$ cat src/rtl/mem_access_unit.sv
// Sequential load/store unit: one request/grant bus access per request, with byte-lane
// alignment and load extension. Define MAU_MISALIGN_TRAP_EN to fault misaligned accesses instead of aligning them down.
module mem_access_unit #(
   parameter int XLEN   = 64,
   parameter int ADDR_W = 64
) (
   input  logic                clk,
   input  logic                rst_n,
   input  logic                in_valid,
   output logic                in_ready,
   input  logic                in_we,
   input  logic [1:0]          in_size,
   input  logic                in_unsigned,
   input  logic [ADDR_W-1:0]   in_addr,
   input  logic [XLEN-1:0]     in_wdata,
   output logic                out_valid,
   input  logic                out_ready,
   output logic [XLEN-1:0]     out_rdata,
   output logic                out_err,
   output logic                mem_req,
   input  logic                mem_gnt,
   output logic                mem_we,
   output logic [ADDR_W-1:0]   mem_addr,
   output logic [XLEN-1:0]     mem_wdata,
   output logic [XLEN/8-1:0]   mem_wmask,
   input  logic                mem_rvalid,
   input  logic [XLEN-1:0]     mem_rdata,
   input  logic                mem_err
);

   localparam int NBYTES = XLEN / 8;
   localparam int OFF_W  = $clog2(NBYTES);

   typedef enum logic [1:0] {IDLE, REQ, WAIT_R, RESP} state_t;

   state_t              state;
   logic                lat_we;
   logic [1:0]          lat_size;
   logic                lat_uns;
   logic [OFF_W-1:0]    lat_off;

   logic [OFF_W-1:0]    addr_lo;
   logic [OFF_W-1:0]    size_mask;
   logic [OFF_W-1:0]    req_off;
   logic                size_bad;
   logic                req_fault;
   logic [XLEN-1:0]     wdata_lane;
   logic [XLEN-1:0]     rd_shifted;
   logic [XLEN-1:0]     rd_ext;

   function automatic logic [NBYTES-1:0] store_mask(input logic [1:0] size,
                                                    input logic [OFF_W-1:0] off);
      logic [15:0]        ones;
      logic [NBYTES-1:0]  m;
      ones = (16'd1 << (5'd1 << size)) - 16'd1;
      m    = ones[NBYTES-1:0];
      return m << off;
   endfunction

   // Extension works by parking the access's top bit at the word MSB, then
   // shifting back (arithmetic for signed loads, logical for unsigned loads).
   function automatic logic [XLEN-1:0] extend_load(input logic [XLEN-1:0] d,
                                                   input logic [1:0] size,
                                                   input logic uns);
      int                      nbits;
      int                      sh;
      logic signed [XLEN-1:0]  left;
      nbits = 8 << size;
      if (nbits >= XLEN) return d;
      sh   = XLEN - nbits;
      left = d << sh;
      if (uns) return unsigned'(left) >> sh;
      return left >>> sh;
   endfunction

   always_comb begin
      addr_lo   = in_addr[OFF_W-1:0];
      size_mask = OFF_W'((4'd1 << in_size) - 4'd1);
      size_bad  = (XLEN == 32) && (in_size == 2'd3);
`ifdef MAU_MISALIGN_TRAP_EN
      req_off   = addr_lo;
      req_fault = size_bad | (|(addr_lo & size_mask));
`else
      req_off   = addr_lo & ~size_mask;
      req_fault = size_bad;
`endif
   end

   assign wdata_lane = in_wdata << {req_off, 3'b000};
   assign rd_shifted = mem_rdata >> {lat_off, 3'b000};
   assign rd_ext     = extend_load(rd_shifted, lat_size, lat_uns);

   always_ff @(posedge clk or negedge rst_n) begin
      if (!rst_n) begin
         state     <= IDLE;
         in_ready  <= 1'b1;
         out_valid <= 1'b0;
         out_rdata <= '0;
         out_err   <= 1'b0;
         mem_req   <= 1'b0;
         mem_we    <= 1'b0;
         mem_addr  <= '0;
         mem_wdata <= '0;
         mem_wmask <= '0;
         lat_we    <= 1'b0;
         lat_size  <= '0;
         lat_uns   <= 1'b0;
         lat_off   <= '0;
      end else begin
         case (state)
            IDLE: begin
               if (in_valid) begin
                  lat_we   <= in_we;
                  lat_size <= in_size;
                  lat_uns  <= in_unsigned;
                  lat_off  <= req_off;
                  in_ready <= 1'b0;
                  if (req_fault) begin
                     state     <= RESP;
                     out_valid <= 1'b1;
                     out_err   <= 1'b1;
                     out_rdata <= '0;
                  end else begin
                     state     <= REQ;
                     mem_req   <= 1'b1;
                     mem_we    <= in_we;
                     mem_addr  <= {in_addr[ADDR_W-1:OFF_W], {OFF_W{1'b0}}};
                     mem_wdata <= in_we ? wdata_lane : '0;
                     mem_wmask <= in_we ? store_mask(in_size, req_off) : '0;
                  end
               end
            end
            // Bus fields stay registered and untouched until the grant.
            REQ: begin
               if (mem_gnt) begin
                  mem_req <= 1'b0;
                  if (lat_we) begin
                     state     <= RESP;
                     out_valid <= 1'b1;
                     out_err   <= mem_err;
                     out_rdata <= '0;
                  end else begin
                     state <= WAIT_R;
                  end
               end
            end
            WAIT_R: begin
               if (mem_rvalid) begin
                  state     <= RESP;
                  out_valid <= 1'b1;
                  out_err   <= mem_err;
                  out_rdata <= mem_err ? '0 : rd_ext;
               end
            end
            RESP: begin
               if (out_ready) begin
                  state     <= IDLE;
                  out_valid <= 1'b0;
                  out_err   <= 1'b0;
                  out_rdata <= '0;
                  in_ready  <= 1'b1;
               end
            end
            default: state <= IDLE;
         endcase
      end
   end

endmodule

$ cat config.mk
export PLATFORM = sky130hd
export DESIGN_NAME = mem_access_unit
export DESIGN_NICKNAME = d
export VERILOG_FILES = /design/src/rtl/mem_access_unit.sv
export SDC_FILE = /design/constraint.sdc
export NUM_CORES = 1
export LEC_CHECK = 0
export ABC_AREA = 1
export BUFFER_PORTS_ARGS = -buffer_cell sky130_fd_sc_hd__buf_2
export CAP_MARGIN = 5
export CORE_MARGIN = 1.5
export CORE_UTILIZATION = 46
export CTS_CLUSTER_SIZE = 40
export DETAILED_ROUTE_END_ITERATION = 16
export MAX_ROUTING_LAYER = met4
export PLACE_DENSITY = 0.84
export SLEW_MARGIN = 20
export SYNTH_ARGS = -nofsm -noshare
export SYNTH_HDL_FRONTEND = slang
export SYNTH_SLANG_ARGS = --single-unit
$ cat constraint.sdc
create_clock -name clk -period 1.85 [get_ports clk]
set_input_delay 0.37 -clock clk [delete_from_list [all_inputs] [get_ports clk]]
set_output_delay 0.37 -clock clk [all_outputs]
set_load 0.05 [all_outputs]
; After elaboration in Yosys (flattened, before gate mapping)
; Index checks and enable logic that the tools add are counted.
[totals]
out_inout_bits = 205
input_bits = 203
register_bits = 210
elab_cells = 82
[classes]
reduce_logical = 8
muxes = 36
addsub = 3
shifts = 10
bitwise_logic = 3
eq_ne = 8
n_lt_le_gt_ge = 1
[ops]
columns = operator, count
row1 = 2-to-1 mux 64 bit, 10
row2 = one-hot mux 64 bit (3 select lines), 1
row3 = << shifter 64 x 32 -> 64 bit, 1
row4 = << shifter 64 x 6 -> 64 bit, 1
row5 = right shift 64 x 32 -> 64 bit, 1
row6 = right shift 64 x 6 -> 64 bit, 1
row7 = >>> shifter 64 x 32 -> 64 bit, 1
row8 = >= comparator 32 x 8 -> 1 bit (second input constant), 1
row9 = << shifter 4 x 2 -> 32 bit (first input constant), 1
row10 = subtractor 8 x 32 -> 32 bit (first input constant), 1
row11 = 2-to-1 mux 1 bit, 15
row12 = inequality test 2 bit (second input constant), 5
row13 = 2-to-1 mux 2 bit, 4
row14 = 2-to-1 mux 8 bit, 1
row15 = one-hot mux 2 bit (4 select lines), 1
row16 = << shifter 1 x 5 -> 8 bit (first input constant), 1
row17 = << shifter 8 x 3 -> 8 bit, 1
row18 = subtractor 8 x 1 -> 8 bit (second input constant), 1
row19 = one-hot mux 1 bit (3 select lines), 2
row20 = AND reduction 3 bit, 2
row21 = AND reduction 5 bit, 1
row22 = << shifter 1 x 2 -> 5 bit (first input constant), 1
row23 = == test 2 bit (second input constant), 2
row24 = one-hot mux 1 bit (2 select lines), 2
row25 = 10 further kinds, 11

; Longest topological paths before layout
[depth]
ltp_word = 10
ltp_mapped = 15
mapped_depth_nobuf = 14

; Worst setup path after synthesis
; Ideal clock, no wire load.
[synth_path]
kind = flip-flop to flip-flop
start = register state[0]
end = register mem_wdata[35]
required_time_ps = 1727
stages_incl_launch_ff = 13
path_slack_ps = -38
path_buffers = 2
arrival_time_ps = 1765
period_less_slack_ps = 1888
setup_ps = 123
path_cell_list = dfrtp_1 > inv_1 > ha_1 > nand2_2 > inv_1 > nand2_1 > inv_2 > nand2_1 > clkbuf_2 > clkbuf_1 > o21ai_0 > o21ai_0 > nand2_1
[synth_between]
elab_chain_len = 2
[synth_rtl]
columns = item, line
row1 = "start, declared", 36  ; state_t state;
row2 = "start signal, assigned", 95  ; state <= IDLE;
row3 = "start signal, assigned", 119  ; state <= RESP;
row4 = "start signal, assigned", 124  ; state <= REQ;
row5 = zero test 2 bit, 110  ; case (state)
row6 = AND reduction 2 bit (no line), --
row7 = "end signal, assigned", 128  ; mem_wdata <= in_we ? wdata_lane : '0;
row8 = "end, declared", 24  ; output logic [XLEN-1:0] mem_wdata,
; No other way between the ends.
; A chain may end at the register's enable or synchronous reset.

; Worst setup path in the final report
[layout_path]
start = register lat_off[0]
end = register out_rdata[62]
[layout_between]
elab_chain_len = 9
elab_cells_between_ends = 11
classes_between = shift (4) / mux (7)
[layout_rtl]
columns = item, line
row1 = "start, declared", 40  ; logic [OFF_W-1:0] lat_off;
row2 = "start signal, assigned", 116  ; lat_off <= req_off;
row3 = right shift 64 x 6 -> 64 bit (*), 90  ; assign rd_shifted = mem_rdata >> {lat_off, 3'b000};
row4 = << shifter 64 x 32 -> 64 bit, 71  ; left = d << sh;
row5 = right shift 64 x 32 -> 64 bit, 72  ; if (uns) return unsigned'(left) >> sh;
row6 = 2-to-1 mux 64 bit, 72
row7 = 2-to-1 mux 64 bit, 73  ; return left >>> sh;
row8 = 2-to-1 mux 64 bit (*), 70  ; sh = XLEN - nbits;
row9 = 2-to-1 mux 64 bit (*), 152  ; out_rdata <= mem_err ? '0 : rd_ext;
row10 = 2-to-1 mux 64 bit (*), 148  ; if (mem_rvalid) begin
row11 = one-hot mux 64 bit (3 select lines) (*), 110
row12 = "end signal, assigned", 152
row13 = "end, declared", 18  ; output logic [XLEN-1:0] out_rdata,
; Mark *: on every way between the ends. The rest lies on a longest branch, timed or not. The select of a mux whose other input is x is not followed.

==> results.cfg <==
[worst_setup_path]
r2r_start = lat_off[0]
required_ns = 2.31
path_cells = clkinv_4, nand2_1, nand3_2, nand3_2, nand3_2, nand3_4, inv_4, nand3_4, a21oi_4, buf_12, clkbuf_16, nand2_2, nand2_1
critPathTopFamily = simple AND/OR/NAND/NOR gates
cp_max_fo = 12
crit_path_end_kind = flip-flop
crit_path_frequent_cell = nand3_2
worst-r2r-setup-slack_ns = -0.17
critPathKind = reg2reg
arrival_ns = 2.48
cpMaxStageDelayCell = dfrtp_2
max_stage_delay_ns = 0.45
worstSetupStartpointType = flip-flop
worstRegToRegCells = 13
timing.rr.end = out_rdata[62]
cp.buffers_inverters = 4

[finish]
layout_common_cells = 738 x nand2_1, 403 x buf_2, 207 x dfrtp_1, 183 x buf_4, 138 x o21ai_0
drive_gt1_frac = 0.363
fin_nets = 2501
final_common_cell = nand2_1
syn_to_final_growth_pct = 48.5
fin_util = 0.693

[routing]
routedWlPerCell_microns = 19.5
vias_per_cell = 5.62
ant_nets = 0
drt_first_iter_violations = 1767
via_count = 14900
wirelength_microns = 51600
drc = 0
dr.pass1.iters = 6

[hold_path]
min_from = in_addr[3]
worst_hold_path_type = in2reg
min_path_cells = 3
holdPathEnd = mem_addr[3]

[timing]
final-hold-violation-count = 0
rsz0062_at_grt = true
slew_violations = 0
fmax_mhz = 496
fin_crit_sh = 1.09
worst_pin_slew_ns = 0.626
min_period_ns = 2.02
finalSetupViolCount = 49
fin_skew_ns = 0.0266
timing.final.ws_setup_ns = -0.167
relSlewSlack = 0.577

[floorplan]
coreArea_sq_um = 26000
rows = 59
fp.dieW_microns = 165
start_util = 0.466
die_y_microns = 165
io_pins = 408
die_area_sq_um = 27300

[synthesis]
synthCells = 1744
yosysSeqAreaShare = 0.434
synth-edff-count = 0
syn-cell-area_sq_um = 12100
ys_ff_latch = 210
yosysWarnings = 0
yosysUniqueCellTypes = 44
ys.flop_type = dfrtp_1
async_flop_share = 1.00
syn_avg_cell_area_sq_um = 6.95

[power_and_ir_drop]
irDropWorstVdd_uv = 1680
p_total_mw = 37.1
power_density_nw_per_um2 = 2060
p_leak_nw = 10.1

[place]
portBuffers = 404
gp_congestion = 0.966
dpl.hpwl_microns = 36000

[grt]
grt_start_max_net_pins = 144
track_usage = 0.355
grt_pass1_wl_microns = 72800
grt_pass1_vias = 13700
gr-total-overflow = 0
antenna_found_initial = 6

[job]
maxCapViolCount = 0

[outcome]
violations = setup timing
status = finished with violations

[clock_tree]
h-tree-depth = 1
numCtsBuffers = 24
clkLatencyLatePin_ns = 0.54
cts_max_path_buffers = 3
cts_root_buf = clkbuf_16
cts_tree = yes
clk_pin_slew_ns = 0.07
cts_sinks = 210
## power by group
group | total [mW] | internal, mW | leakage [nW] | switching (mW)
sequential | 7.82 | 6.53 | 2.75 | 1.29
clock | 5.41 | 3.28 | 0.432 | 2.14
combinational | 23.8 | 7.52 | 6.91 | 16.3
total | 37.1 | 17.3 | 10.1 | 19.7
## layer usage
layer / GRT usage / vias up / part of all wire
met3: 0.0632 / 182 / 0.092
met4: 0.189 / 0 / 0.053
li1: - / 6788 / -
met1: 0.424 / 7032 / 0.37
met2: 0.575 / 899 / 0.48
met5: - / - / 0
## worst max path at each step
| stage | startpoint | to | cells after the start | slack [ns] |
|---|---|---|---|---|
| 6_report | lat_off[0] | out_rdata[62] | 13 | -0.17 |
| 5_1_grt | state[0] | out_rdata[62] | 11 | -0.23 |
| 4_1_cts | lat_off[0] | out_rdata[10] | 14 | -0.07 |
| 3_5_place_dp | in_size[1] | mem_wmask[4] | 8 | -0.17 |
| 3_3_place_gp | in_size[1] | mem_wmask[4] | 8 | -0.20 |
| 2_1_floorplan | state[0] | out_rdata[32] | 12 | -0.002 |
## repair_timing
action,CTS,global route
hold endpoints to repair,26,0
pin swaps,8,23
endpoints found under the setup margin,69,97
resized for setup,59,165
hold buffers,1,0
setup buffers,10,14
cloned,5,10
## stage by stage
stage               cells  cell area [sq um]  hold WS [ns]  setup TNS (ns)  setup slack (ns)
global route         2652              18000        0.0218           -8.64            -0.232
finish               2653              18000        0.0323           -4.13            -0.167
global placement     2566              15800         0.307           -2.54            -0.203
floorplan            1746              12100        0.0744         -0.0105          -0.00154
CTS                  2625              17100        0.0246          -0.929           -0.0697
detailed placement   2566              15800         0.312           -6.08            -0.170
## layout make-up
cell class / count / area (sq um)
fill: 2154 / 7980
multi-input combinational: 1323 / 6590
sequential: 210 / 5260
timing repair buffer: 641 / 4460
clock buffer: 28 / 656
tap: 335 / 419
inverter: 93 / 359
clock inverter: 16 / 246
antenna: 7 / 17.5
## cell usage after synthesis, types with 2 or more instances
| cell type | number | share of area |
|---|---|---|
| nand2_1 | 793 | 0.25 |
| dfrtp_1 | 209 | 0.43 |
| o21ai_0 | 171 | 0.071 |
| nand3_1 | 159 | 0.066 |
| inv_1 | 85 | 0.026 |
| clkbuf_1 | 58 | 0.018 |
| nor2_1 | 43 | 0.013 |
| o211ai_1 | 39 | 0.024 |
| buf_2 | 37 | 0.015 |
| a21oi_1 | 21 | 0.0087 |
| a32o_1 | 19 | 0.016 |
| buf_1 | 11 | 0.0034 |
| buf_4 | 9 | 0.0056 |
| o21ai_1 | 9 | 0.0037 |
| a22o_1 | 8 | 0.0058 |
| inv_2 | 7 | 0.0022 |
| o22ai_1 | 6 | 0.0031 |
| or2_2 | 6 | 0.0031 |
| ha_1 | 5 | 0.0052 |
| nand4_1 | 5 | 0.0026 |
| o31ai_1 | 5 | 0.0031 |
| buf_6 | 4 | 0.0037 |
| a22oi_1 | 3 | 0.0019 |
| nor2_2 | 3 | 0.0015 |
| o311ai_0 | 3 | 0.0022 |
| or2_1 | 3 | 0.0015 |
| a211oi_1 | 2 | 0.0012 |
| a31oi_1 | 2 | 0.0010 |
| nand2_2 | 2 | 0.0010 |
| nand3_2 | 2 | 0.0017 |
| o21ai_2 | 2 | 0.0014 |
## worst min-delay path: stages
cell     delay [ns]
buf_2          0.07
nand2_1        0.04
nand2_1        0.04
## registers in the layout (all words and copies together), names as in the netlist
register,flops
mem_wdata,64
out_rdata,64
mem_addr,61
mem_wmask,8
lat_off,3
lat_size,2
state,2
in_ready,1
lat_uns,1
lat_we,1
mem_req,1
out_err,1
out_valid,1
## kinds of logic after synthesis
logic type / count (synthesis) / synth area share
AOI/OAI and AO/OA: 295 / 0.146
adders and majority gates: 5 / 0.00516
buffers and inverters: 213 / 0.0752
DFF: 210 / 0.434
other: 1 / 0.000309
and+or+nand+nor: 1020 / 0.339
Power figures use the tool's default switching activity.
